File: src/rtl/integ_dump.sv
// integ_dump: integrate-and-dump decimator. Sums 2^LOG2_N accepted samples,
// then emits their floor (or round-half-up) average with a one-cycle strobe
// that serves as the clock enable of the downstream holding register.
module integ_dump #(
    parameter int W_IN   = 16,
    parameter int LOG2_N = 2,
    parameter int ROUND  = 0
) (
    input  logic                     clk,
    input  logic                     rst,
    input  logic                     clr,
    input  logic                     in_valid,
    input  logic signed [W_IN-1:0]   din,
    output logic signed [W_IN-1:0]   dout,
    output logic                     dout_valid,
    output logic        [LOG2_N-1:0] cnt
);

    // One guard bit beyond the N-fold growth absorbs the rounding offset.
    localparam int AW = W_IN + LOG2_N + 1;
    localparam logic signed [AW-1:0] RND_ADD = AW'(ROUND != 0 ? (1 << (LOG2_N - 1)) : 0);

    logic signed [AW-1:0]     acc_q, acc_d;
    logic        [LOG2_N-1:0] cnt_q, cnt_d;
    logic signed [W_IN-1:0]   dout_q, dout_d;
    logic                     dout_valid_q, dout_valid_d;

    logic signed [AW-1:0]     din_x;
    logic signed [AW-1:0]     sum;
    logic                     last;

    assign din_x = {{(LOG2_N + 1){din[W_IN-1]}}, din};
    assign sum   = acc_q + din_x + RND_ADD;
    assign last  = &cnt_q;

    // Next-state: clr aborts the block, accepted samples accumulate or dump.
    always_comb begin
        acc_d        = acc_q;
        cnt_d        = cnt_q;
        dout_d       = dout_q;
        dout_valid_d = 1'b0;
        if (clr) begin
            acc_d = '0;
            cnt_d = '0;
        end else if (in_valid) begin
            if (last) begin
                dout_d       = W_IN'(sum >>> LOG2_N);
                dout_valid_d = 1'b1;
                acc_d        = '0;
                cnt_d        = '0;
            end else begin
                acc_d = acc_q + din_x;
                cnt_d = cnt_q + LOG2_N'(1);
            end
        end
    end

    // State registers; synchronous reset overrides everything, including a dump.
    always_ff @(posedge clk) begin
        if (rst) begin
            acc_q        <= '0;
            cnt_q        <= '0;
            dout_q       <= '0;
            dout_valid_q <= 1'b0;
        end else begin
            acc_q        <= acc_d;
            cnt_q        <= cnt_d;
            dout_q       <= dout_d;
            dout_valid_q <= dout_valid_d;
        end
    end

    assign dout       = dout_q;
    assign dout_valid = dout_valid_q;
    assign cnt        = cnt_q;

endmodule

File: config.mk
export PLATFORM = sky130hd
export DESIGN_NAME = integ_dump
export DESIGN_NICKNAME = d
export VERILOG_FILES = /design/src/rtl/integ_dump.sv
export SDC_FILE = /design/constraint.sdc
export NUM_CORES = 1
export LEC_CHECK = 0
export CAP_MARGIN = 20
export CORE_AREA = 3 3 79 81
export DETAILED_ROUTE_END_ITERATION = 6
export DIE_AREA = 0 0 82 84
export GPL_ROUTABILITY_DRIVEN = 0
export PLACE_DENSITY = 0.72
export SYNTH_ARGS = -nofsm -noshare
export SYNTH_HDL_FRONTEND = slang
export SYNTH_SLANG_ARGS = --single-unit
export TNS_END_PERCENT = 5
File: constraint.sdc
create_clock -name clk -period 3.75 [get_ports clk]
set_input_delay 0.9375 -clock clk [delete_from_list [all_inputs] [get_ports clk]]
set_output_delay 0.9375 -clock clk [all_outputs]
set_load 0.01 [all_outputs]
* After elaboration in Yosys (flattened, before gate mapping)
Index checks and enable logic that the tools add are counted.
** Word-level totals
- Flip-flop bits (word level) :: 38
- Bits of input ports :: 20
- Output and inout port bits :: 19
- Logic and storage cells :: 15
** Cells by class
- Add/sub/neg operators :: 2
- Mux-type cells :: 3
- Bitwise gates (word level) :: 2
- Reductions and logical operators :: 4
** Operators by type and width (number)
- adder 19 x 16 -> 19 bit :: 1
- two-way mux 19 bit :: 1
- AND reduction 4 bit :: 1
- OR reduction 3 bit :: 1
- adder 2 x 1 -> 2 bit, second input constant :: 1
- two-way mux 2 bit :: 1
- NOT 1 bit :: 2
- AND reduction 2 bit :: 1
- OR reduction 2 bit :: 1
- two-way mux 1 bit :: 1

* Logic depth before layout (Yosys ltp)
Gate-level depths: netlist of run 1.
- Depth after elaboration :: 2
- Gate-level depth with buffers :: 11

* Worst setup path before layout of run 1
OpenSTA, ideal clock, no wires.
- Path type :: input-to-reg
- From :: input port din[0]
- To :: register acc_q[16]
- Data arrival time :: 2.964 ns
- Setup slack :: 0.664 ns
- Stages :: 11
- Path buffers :: 0
- Cell sequence :: ha_1 -> inv_1 -> fa_1 -> nor2b_1 -> o21a_1 -> o21ai_2 -> a31o_2 -> o31a_1 -> a31o_1 -> nor3b_1 -> a311o_1
** On the way
- Cells in the longest elaborated chain, start to end :: 2
** RTL lines
- start, declared :: line 13 : input logic signed [W_IN-1:0] din,
- adder 19 x 16 -> 19 bit :: line 52 : acc_d = acc_q + din_x;
- two-way mux 19 bit :: line 46 : if (last) begin
- end signal, assigned :: line 61 : acc_q <= '0;
- end signal, assigned :: line 66 : acc_q <= acc_d;
- end, declared :: line 23 : logic signed [AW-1:0] acc_q, acc_d;
Every way passes these cells.
A chain may end at the register's enable or synchronous reset.

* Final worst setup path of run 1
Same ends and word-level chain as after synthesis.

==> run summary, run 1 <==
WHS = 0.455 ns
commonest non-fill, non-tap cell in the layout = clkdlybuf4s50_1
Slew headroom = 0.513
vias in the first global route = 1,922
htree depth = 2
synthesis-to-finish area growth = 24.1%
Worst VDD drop = 0.121 mV
DP HPWL = 3.98 mm
met3 wire len = 334 um
Worst Hold Class = flip-flop to flip-flop
syn nets = 314
met2 wire len = 2.43 mm
crit path launch type = primary input
hold-fix buffer count after cts = 0
CTS tree = yes
CP Capture Type = flip-flop
DP Area = 2670 um^2
pwr/cell area = 311 nW/um^2
Worst EP arrival = 3.60 ns
DRC = 0
Clock Skew = 0.00612 ns
fraction of layout cells with a size suffix above 1 = 0.0639
CP Class = primary input to flip-flop
RSZ-0062 raised after global routing = false
Async S/R FF share, synth = 0
DRT antenna net count = 0
IO Pins = 39
DRT iter0 DRCs = 145
Core ar. = 5540 um^2
starting density of the core = 0.400
Mean Syn Cell Area = 8.06 um^2
later-pin clock latency in the skew report = 0.29 ns
Setup violations, final = 0
Antenna Cells = 0
Post-Synthesis Cells = 275
total power = 0.856 mW
Worst Tran Pin Value = 0.729 ns
Max clock buf depth = 2
FMAX = 292 MHz
Synth Area in Adders = 0.111
Synth area leaders = dfxtp_1, ha_1, a21oi_1
TritonCTS Buffers = 5
Fillers = 558
Seq cells post-synth = 37
Pre-Repair DR Iteration Count = 5
largest family of logic cells by synthesized area = compound AO/OA/AOI/OAI gates
compound-cell area share of the yosys netlist = 0.249
final instance area = 2750 um^2
GR Overflow Total = 0
library cells used by synthesis = 46
clk sink count = 37
mux cell area share after synthesis = 0.00451
outcome = finished, final reports clean
largest net degree at the start of global routing = 25
Tmin final = 3.42 ns
Post-Synth XOR/XNOR Area = 0.0514
die height = 84 um
Post-Syn Area = 2220 um^2
period utilization = 0.912
CTS Root Cell = clkbuf_8
Die W = 82 um
final hold viol count = 0
max-slew violation count = 0
top cell type by total area after synthesis = dfxtp_1
# port buffers = 38
NumNets Final = 351
P_leak = 1.09 nW
Setup TNS = 0 ns
post-route core utilization = 0.497
total die area = 6890 um^2
Post-CTS Setup Inserts = 0
EDFF count, synth = 0
# resized after CTS = 0
Post-Synth Simple-Gate Area = 0.207
register area share after synthesis = 0.334
Core Rows = 27
Worst Path Max Fanout = 3
Via Count = 2,054
final WL = 5.28 mm
uppermost layer routed = met4
commonest non-fill, non-tap cells in the layout = clkdlybuf4s50_1, dfxtp_1, nor2_1
wire length on met1 = 2.48 mm
DR vias/cell = 5.34
post-synth top area share = 0.334
first-pass GRT wire length = 8.85 mm
Worst-path clk slew = 0.08 ns
initial antenna violation count = 0
max-cap violation count = 0
Synth Warn # = 0
GR Util All Layers = 0.162
mean routed wirelength per cell = 13.7 um
Primary FF master, synth = dfxtp_1
Critical Path RT = 3.93 ns
final timing paths:
kind                            startpoint         to  slack [ns]  depth (start not counted)
worst min-delay path               dout[0]    dout[0]        0.46                          2
worst min register to register     dout[0]    dout[0]        0.46                          2
worst max-delay path                din[0]  acc_q[16]        0.33                         12
worst max register to register    acc_q[0]  acc_q[16]        1.11                         11
routing by layer:
layer,vias up,global-route usage
li1,1054,-
met1,940,0.218
met2,56,0.259
met3,4,0.0346
met4,0,0.0378
met5,-,0
Yosys cell counts (4+ instances only):
cell      number
inv_1         12
o21a_1         6
nand3_1        6
nor3_1         5
or3_1          4
a22oi_1        9
clkbuf_1      11
nor2_1        36
xnor2_1       10
a21o_1         5
a311o_1        5
nand2_1       27
ha_1          18
o21ai_0        8
dfxtp_1       37
a21oi_1       28
flip-flops by register name (all words and copies together), names as in the netlist:
signal      cells
acc_q          18
dout_valid      1
cnt             2
dout           16
where the power goes:
group	internal [mW]	leakage (nW)	switching, mW
Clock	0.128	0.0439	0.150
Sequential	0.402	0.300	0.00575
Combinational	0.0752	0.747	0.0943
Total	0.606	1.09	0.251
worst max-delay path: stages:
cell and delay (ns):
clkdlybuf4s50_1 0.47, ha_1 0.17, inv_1 0.05, fa_1 0.40
nor2b_1 0.13, o21a_1 0.15, o21ai_2 0.06, a31o_2 0.23
o31a_1 0.33, a31o_1 0.25, nor3b_1 0.15, a311o_1 0.28
logic make-up after synthesis:
group                      after synthesis
AOI/OAI and AO/OA                       82
xor gates and xnor gates                13
adders and majority gates               19
buffers and inverters                   24
DFF                                     37
muxes                                    1
and+or+nand+nor                         99
through the flow:
stage                     setup WS, ns  cells
final                            0.330    385
after global routing             0.154    385
after CTS                        0.340    385
after detailed placement        0.0561    377
after global placement          0.0658    377
after floorplan                  0.664    275
layout make-up:
class,count,area (um^2),area share
flip-flops and latches,37,741,0.269
clock buffers,5,68.8,0.0250
multi-input cells,214,1380,0.501
well taps,72,90.1,0.0327
clock inverters,3,17.5,0.00637
inverters,12,45.0,0.0164
repair buffers,42,410,0.149
Power figures use the tool's default switching activity.
==> run 2: changes to the inputs <==
==> constraint.sdc (replaced) <==
create_clock -name clk -period 3.75 [get_ports clk]
set_input_delay 0.75 -clock clk [delete_from_list [all_inputs] [get_ports clk]]
set_output_delay 0.75 -clock clk [all_outputs]
set_load 0.01 [all_outputs]
==> run 2 against run 1 <==
  * Register-to-register slack hardly changed
  * Largest cell class unchanged
  * Highest routed layer unchanged
  * Clock power decreased by 2%
  * Critical path depth unchanged
  * Wire length hardly changed
  * Sequential power barely moved
==> run summary, run 2 (synthesized netlist as in run 1, its figures left out) <==
outcome = finished, final reports clean (unchanged)
combinational share of power = 0.201 (was 0.198)
Tmin final = 3.24 ns (was 3.42 ns)
crit path launch type = primary input (unchanged)
total die area = 6890 um^2 (unchanged)
Core ar. = 5540 um^2 (unchanged)
pre-CTS WS = 0.234 ns (was 0.0561 ns)
Antenna Cells = 0 (unchanged)
DR vias/cell = 5.27 (was 5.34)
RR Startpoint = acc_q[0] (unchanged)
hold-fix buffer count after cts = 0 (unchanged)
CTS tree = yes (unchanged)
Int Power = 0.608 mW (was 0.606 mW)
Clock Skew = 0.00611 ns (was 0.00612 ns)
FMAX = 309 MHz (was 292 MHz)
IO Pins = 39 (unchanged)
Fillers = 572 (was 558)
Reg2Reg Setup Slack = 1.10 ns (was 1.11 ns)
Worst-path clk slew = 0.07 ns (was 0.08 ns)
die height = 84 um (unchanged)
Clock Power Share = 0.321 (was 0.326)
Setup TNS = 0 ns (unchanged)
final WL = 5.28 mm (about the same)
WHS = 0.456 ns (was 0.455 ns)
GR Overflow Total = 0 (unchanged)
starting density of the core = 0.400 (unchanged)
pwr/cell area = 309 nW/um^2 (was 311 nW/um^2)
sequential fraction of design power = 0.478 (was 0.476)
later-pin clock latency in the skew report = 0.29 ns (about the same)
worst setup path start = din[0] (unchanged)
total power = 0.853 mW (was 0.856 mW)
final worst slack = 0.511 ns (was 0.330 ns)
final hold viol count = 0 (unchanged)
crit path to = acc_q[16] (unchanged)
Worst Path Max Fanout = 3 (unchanged)
CP Class = primary input to flip-flop (unchanged)
final cell count without fillers = 387 (was 385)
DP HPWL = 3.94 mm (was 3.98 mm)
max-slew violation count = 0 (unchanged)
Critical Path RT = 3.93 ns (about the same)
# resized after CTS = 0 (unchanged)
max reg flops = 18 (unchanged)
TritonCTS Buffers = 5 (unchanged)
Net Sw Frac = 0.287 (was 0.293)
Worst VDD drop = 0.114 mV (was 0.121 mV)
GR Util All Layers = 0.167 (was 0.162)
clk sink count = 37 (unchanged)
net switching power figure = 0.245 mW (was 0.251 mW)
DRC = 0 (unchanged)
DRT antenna net count = 0 (unchanged)
Via Count = 2,038 (was 2,054)
largest net degree at the start of global routing = 20 (was 25)
Setup violations, final = 0 (unchanged)
Worst Tran Pin Value = 0.473 ns (was 0.729 ns)
Pre-Repair DR Iteration Count = 4 (was 5)
max-cap violation count = 0 (unchanged)
Max clock buf depth = 2 (unchanged)
NumNets Final = 353 (was 351)
mean routed wirelength per cell = 13.7 um (about the same)
Worst EP arrival = 3.42 ns (was 3.60 ns)
# port buffers = 38 (unchanged)
CTS Root Cell = clkbuf_8 (unchanged)
DRT iter0 DRCs = 99 (was 145)
commonest non-fill, non-tap cell in the layout = clkdlybuf4s50_1 (unchanged)
Die W = 82 um (unchanged)
Post-CTS Setup Inserts = 0 (unchanged)
Worst Hold Class = flip-flop to flip-flop (unchanged)
vias in the first global route = 1,918 (was 1,922)
worst hold path depth = 2 (unchanged)
reg2reg end = acc_q[16] (unchanged)
commonest non-fill, non-tap cells in the layout = clkdlybuf4s50_1, dfxtp_1, nor2_1 (unchanged)
Inst Count DP = 379 (was 377)
Reg2Reg Depth = 11 (unchanged)
fraction of layout cells with a size suffix above 1 = 0.0667 (was 0.0639)
P_leak = 1.10 nW (was 1.09 nW)
Core Rows = 27 (unchanged)
initial antenna violation count = 0 (unchanged)
CP Capture Type = flip-flop (unchanged)
first-pass GRT wire length = 9.02 mm (was 8.85 mm)
RSZ-0062 raised after global routing = false (unchanged)
synthesis-to-finish area growth = 24.6% (was 24.1%)
Top reg by flops = acc_q (unchanged)
Slew headroom = 0.676 (was 0.513)
period utilization = 0.864 (was 0.912)
htree depth = 2 (unchanged)
==> run 2: cell types whose count changed in the layout (fill, tap and decap cells not counted), sizes merged <==
| cell | before | now |
|---|---|---|
| clkinvlp | 1 | 0 |
| buf | 4 | 6 |
| clkbuf | 5 | 6 |
==> run 2: through the flow <==
stage                     utilization  instance area, um^2
final                           0.499                 2760
after floorplan                     -                 2220
after detailed placement        0.484                 2680
after global placement          0.484                 2680
after global routing            0.499                 2760
after CTS                       0.499                 2760
==> run 2: critical path, cell delays in order <==
cell             delay (ns)
clkdlybuf4s50_1        0.47
ha_1                   0.16
inv_1                  0.05
fa_1                   0.40
nor2b_1                0.13
o21a_1                 0.16
o21ai_2                0.07
a31o_2                 0.23
o31a_1                 0.33
a31o_1                 0.25
nor3b_1                0.15
a311o_1                0.27
==> run 2: worst min-delay path by stage <==
stage	startpoint	to	slack [ns]
after floorplan	acc_q[10]	acc_q[10]	0.46
after global placement	dout[1]	dout[1]	0.44
after detailed placement	dout[0]	dout[0]	0.45
after CTS	dout[0]	dout[0]	0.46
after global routing	dout[0]	dout[0]	0.48
final	dout[0]	dout[0]	0.46
==> run 2: area by class of cell <==
| cell class | count | area, um^2 | share of cell area |
|---|---|---|---|
| timing repair buffer | 44 | 425 | 0.154 |
| multi-input combinational | 214 | 1380 | 0.499 |
| inverter | 12 | 45.0 | 0.0163 |
| tap | 72 | 90.1 | 0.0326 |
| sequential | 37 | 741 | 0.268 |
| clock inverter | 2 | 10.0 | 0.00362 |
| clock buffer | 6 | 72.6 | 0.0263 |
==> run 2: routing by layer <==
metal / global-route usage / vias to the layer above / routed length (um) / share of wire
met5: 0 / - / 0 / 0
met2: 0.248 / 47 / 2330 / 0.44
li1: - / 1062 / - / -
met3: 0.0335 / 6 / 243 / 0.046
met4: 0.0589 / 0 / 78 / 0.015
met1: 0.237 / 923 / 2630 / 0.50
==> run 2: power by group through the flow <==
stage | clock network [mW] | registers [mW] | logic (mW)
2_1_floorplan | 0 | 0.416 | 0.114
3_3_place_gp | 0 | 0.417 | 0.168
3_5_place_dp | 0 | 0.417 | 0.169
4_1_cts | 0.282 | 0.408 | 0.170
5_1_grt | 0.301 | 0.409 | 0.192
6_report | 0.273 | 0.408 | 0.171
==> run 3: changes to the inputs <==
--- a/config.mk
+++ b/config.mk
@@ -11,6 +11,7 @@
 export DIE_AREA = 0 0 82 84
 export GPL_ROUTABILITY_DRIVEN = 0
 export PLACE_DENSITY = 0.72
+export REMOVE_ABC_BUFFERS = 1
 export SYNTH_ARGS = -nofsm -noshare
 export SYNTH_HDL_FRONTEND = slang
 export SYNTH_SLANG_ARGS = --single-unit
==> run 3 against run 2 <==
  * Final cell count is 0.26% lower
  * Hold slack worse by 0.0012 ns
  * Global-route usage shrank 0.32 points
==> run summary, run 3 (synthesized netlist as in run 1, its figures left out) <==
initial antenna violation count = 0 (unchanged)
Via Count = 2,077 (was 2,038)
Critical Path RT = 3.93 ns (about the same)
register area = 741 um^2 (unchanged)
max incr delay on CP = 0.47 ns (about the same)
final instance area = 2790 um^2 (was 2760 um^2)
commonest non-fill, non-tap cell in the layout = clkdlybuf4s50_1 (unchanged)
largest net degree at the start of global routing = 19 (was 20)
DR vias/cell = 5.38 (was 5.27)
CP Class = primary input to flip-flop (unchanged)
Top reg by flops = acc_q (unchanged)
worst setup path start = din[0] (unchanged)
htree depth = 2 (unchanged)
Setup violations, final = 0 (unchanged)
TritonCTS Buffers = 5 (unchanged)
Tmin final = 3.24 ns (about the same)
Max clock buf depth = 2 (unchanged)
final hold viol count = 0 (unchanged)
fraction of layout cells with a size suffix above 1 = 0.0637 (was 0.0667)
Fillers = 561 (was 572)
pwr/cell area = 337 nW/um^2 (was 309 nW/um^2)
Reg2Reg Setup Slack = 1.09 ns (was 1.10 ns)
Setup TNS = 0 ns (unchanged)
DRT antenna net count = 0 (unchanged)
commonest non-fill, non-tap cells in the layout = clkdlybuf4s50_1, dfxtp_1, nor2_1 (unchanged)
Worst Hold Class = flip-flop to flip-flop (unchanged)
# resized after CTS = 0 (unchanged)
crit path launch type = primary input (unchanged)
Antenna Cells = 0 (unchanged)
CTS Root Cell = clkbuf_8 (unchanged)
Clock Skew = 0.00645 ns (was 0.00611 ns)
reg2reg end = acc_q[16] (unchanged)
mean routed wirelength per cell = 13.7 um (about the same)
period utilization = 0.865 (was 0.864)
max-cap violation count = 0 (unchanged)
clk sink count = 37 (unchanged)
GR Util All Layers = 0.164 (was 0.167)
final WL = 5.28 mm (about the same)
Worst-path clk slew = 0.08 ns (was 0.07 ns)
total die area = 6890 um^2 (unchanged)
Slew headroom = 0.589 (was 0.676)
DRT iter0 DRCs = 100 (was 99)
final cell count without fillers = 386 (was 387)
hold-fix buffer count after cts = 0 (unchanged)
# port buffers = 38 (unchanged)
later-pin clock latency in the skew report = 0.29 ns (about the same)
Inst Count DP = 378 (was 379)
outcome = finished, final reports clean (unchanged)
Core ar. = 5540 um^2 (unchanged)
DRC = 0 (unchanged)
Die W = 82 um (unchanged)
DP HPWL = 4.03 mm (was 3.94 mm)
Worst EP arrival = 3.42 ns (about the same)
NumNets Final = 352 (was 353)
IO Pins = 39 (unchanged)
Worst Tran Pin Value = 0.614 ns (was 0.473 ns)
first-pass GRT wire length = 9.01 mm (was 9.02 mm)
synthesis-to-finish area growth = 25.8% (was 24.6%)
GR Overflow Total = 0 (unchanged)
CP Capture Type = flip-flop (unchanged)
area of the multi-input gates = 1380 um^2 (unchanged)
die height = 84 um (unchanged)
Post-CTS Setup Inserts = 0 (unchanged)
Core Rows = 27 (unchanged)
Reg2Reg Depth = 11 (unchanged)
Slowest-stage cell, CP = clkdlybuf4s50_1 (unchanged)
crit path to = acc_q[16] (unchanged)
CTS tree = yes (unchanged)
FMAX = 308 MHz (was 309 MHz)
max reg flops = 18 (unchanged)
DP Area = 2670 um^2 (was 2680 um^2)
Cell Chain, Critical Path = clkdlybuf4s50_1, ha_1, inv_1, fa_1, nor2b_1, o21a_1, o21ai_2, a31o_2, o31a_1, a31o_1, nor3b_1, a311o_1 (unchanged)
P_leak = 1.11 nW (was 1.10 nW)
RSZ-0062 raised after global routing = false (unchanged)
Worst VDD drop = 0.144 mV (was 0.114 mV)
Worst Path Max Fanout = 3 (unchanged)
max-slew violation count = 0 (unchanged)
starting density of the core = 0.400 (unchanged)
vias in the first global route = 1,946 (was 1,918)
RR Startpoint = acc_q[0] (unchanged)
Pre-Repair DR Iteration Count = 4 (unchanged)
-- run 3: cell types whose count changed in the layout (fill, tap and decap cells not counted), sizes merged --
cell and change:
clkbuf +1, clkinv -2, bufinv +1, buf -1
-- run 3: stage by stage --
stage / setup WS (ns) / util / hold WS (ns) / total power [mW]
final: 0.506 / 0.503 / 0.454 / 0.939
after global placement: 0.271 / 0.482 / 0.444 / 0.581
after detailed placement: 0.196 / 0.482 / 0.447 / 0.584
after global routing: 0.319 / 0.503 / 0.470 / 0.980
after floorplan: 0.842 / - / 0.457 / 0.525
after CTS: 0.490 / 0.503 / 0.457 / 0.945
-- run 3: area by class of cell --
class                           count  area share
Clock inverter                      1      0.0108
Timing Repair Buffer               43       0.150
Sequential cell                    37       0.266
Inverter                           12      0.0162
Multi-Input combinational cell    214       0.494
Clock buffer                        7      0.0310
Tap cell                           72      0.0323
-- run 3: how the worst min path moves through the flow --
stage                     startpoint        end  slack, ns  depth (start not counted)
after floorplan            acc_q[10]  acc_q[10]       0.46                          2
after global placement       dout[4]    dout[4]       0.44                          2
after detailed placement    dout[11]   dout[11]       0.45                          2
after CTS                   dout[11]   dout[11]       0.46                          2
after global routing         dout[4]    dout[4]       0.47                          2
final                        dout[5]    dout[5]       0.45                          2
-- run 3: per-layer routing --
layer | vias up | track usage | share of wire
met5 | - | 0 | 0
met4 | 0 | 0.0544 | 0.014
met3 | 6 | 0.0270 | 0.057
met2 | 53 | 0.253 | 0.45
met1 | 958 | 0.229 | 0.48
li1 | 1060 | - | -
-- run 3: report_power, final --
part           internal, mW  switching (mW)
clock network         0.217           0.145
registers             0.402         0.00585
logic                0.0758          0.0932
total                 0.695           0.245
-- run 3: worst max-delay path, delay by kind of cell --
family                     cells  cell delay [ns]
AOI/OAI and AO/OA              6             1.30
adders and majority gates      2             0.57
buffers and inverters          2             0.52
and+or+nand+nor                2             0.27
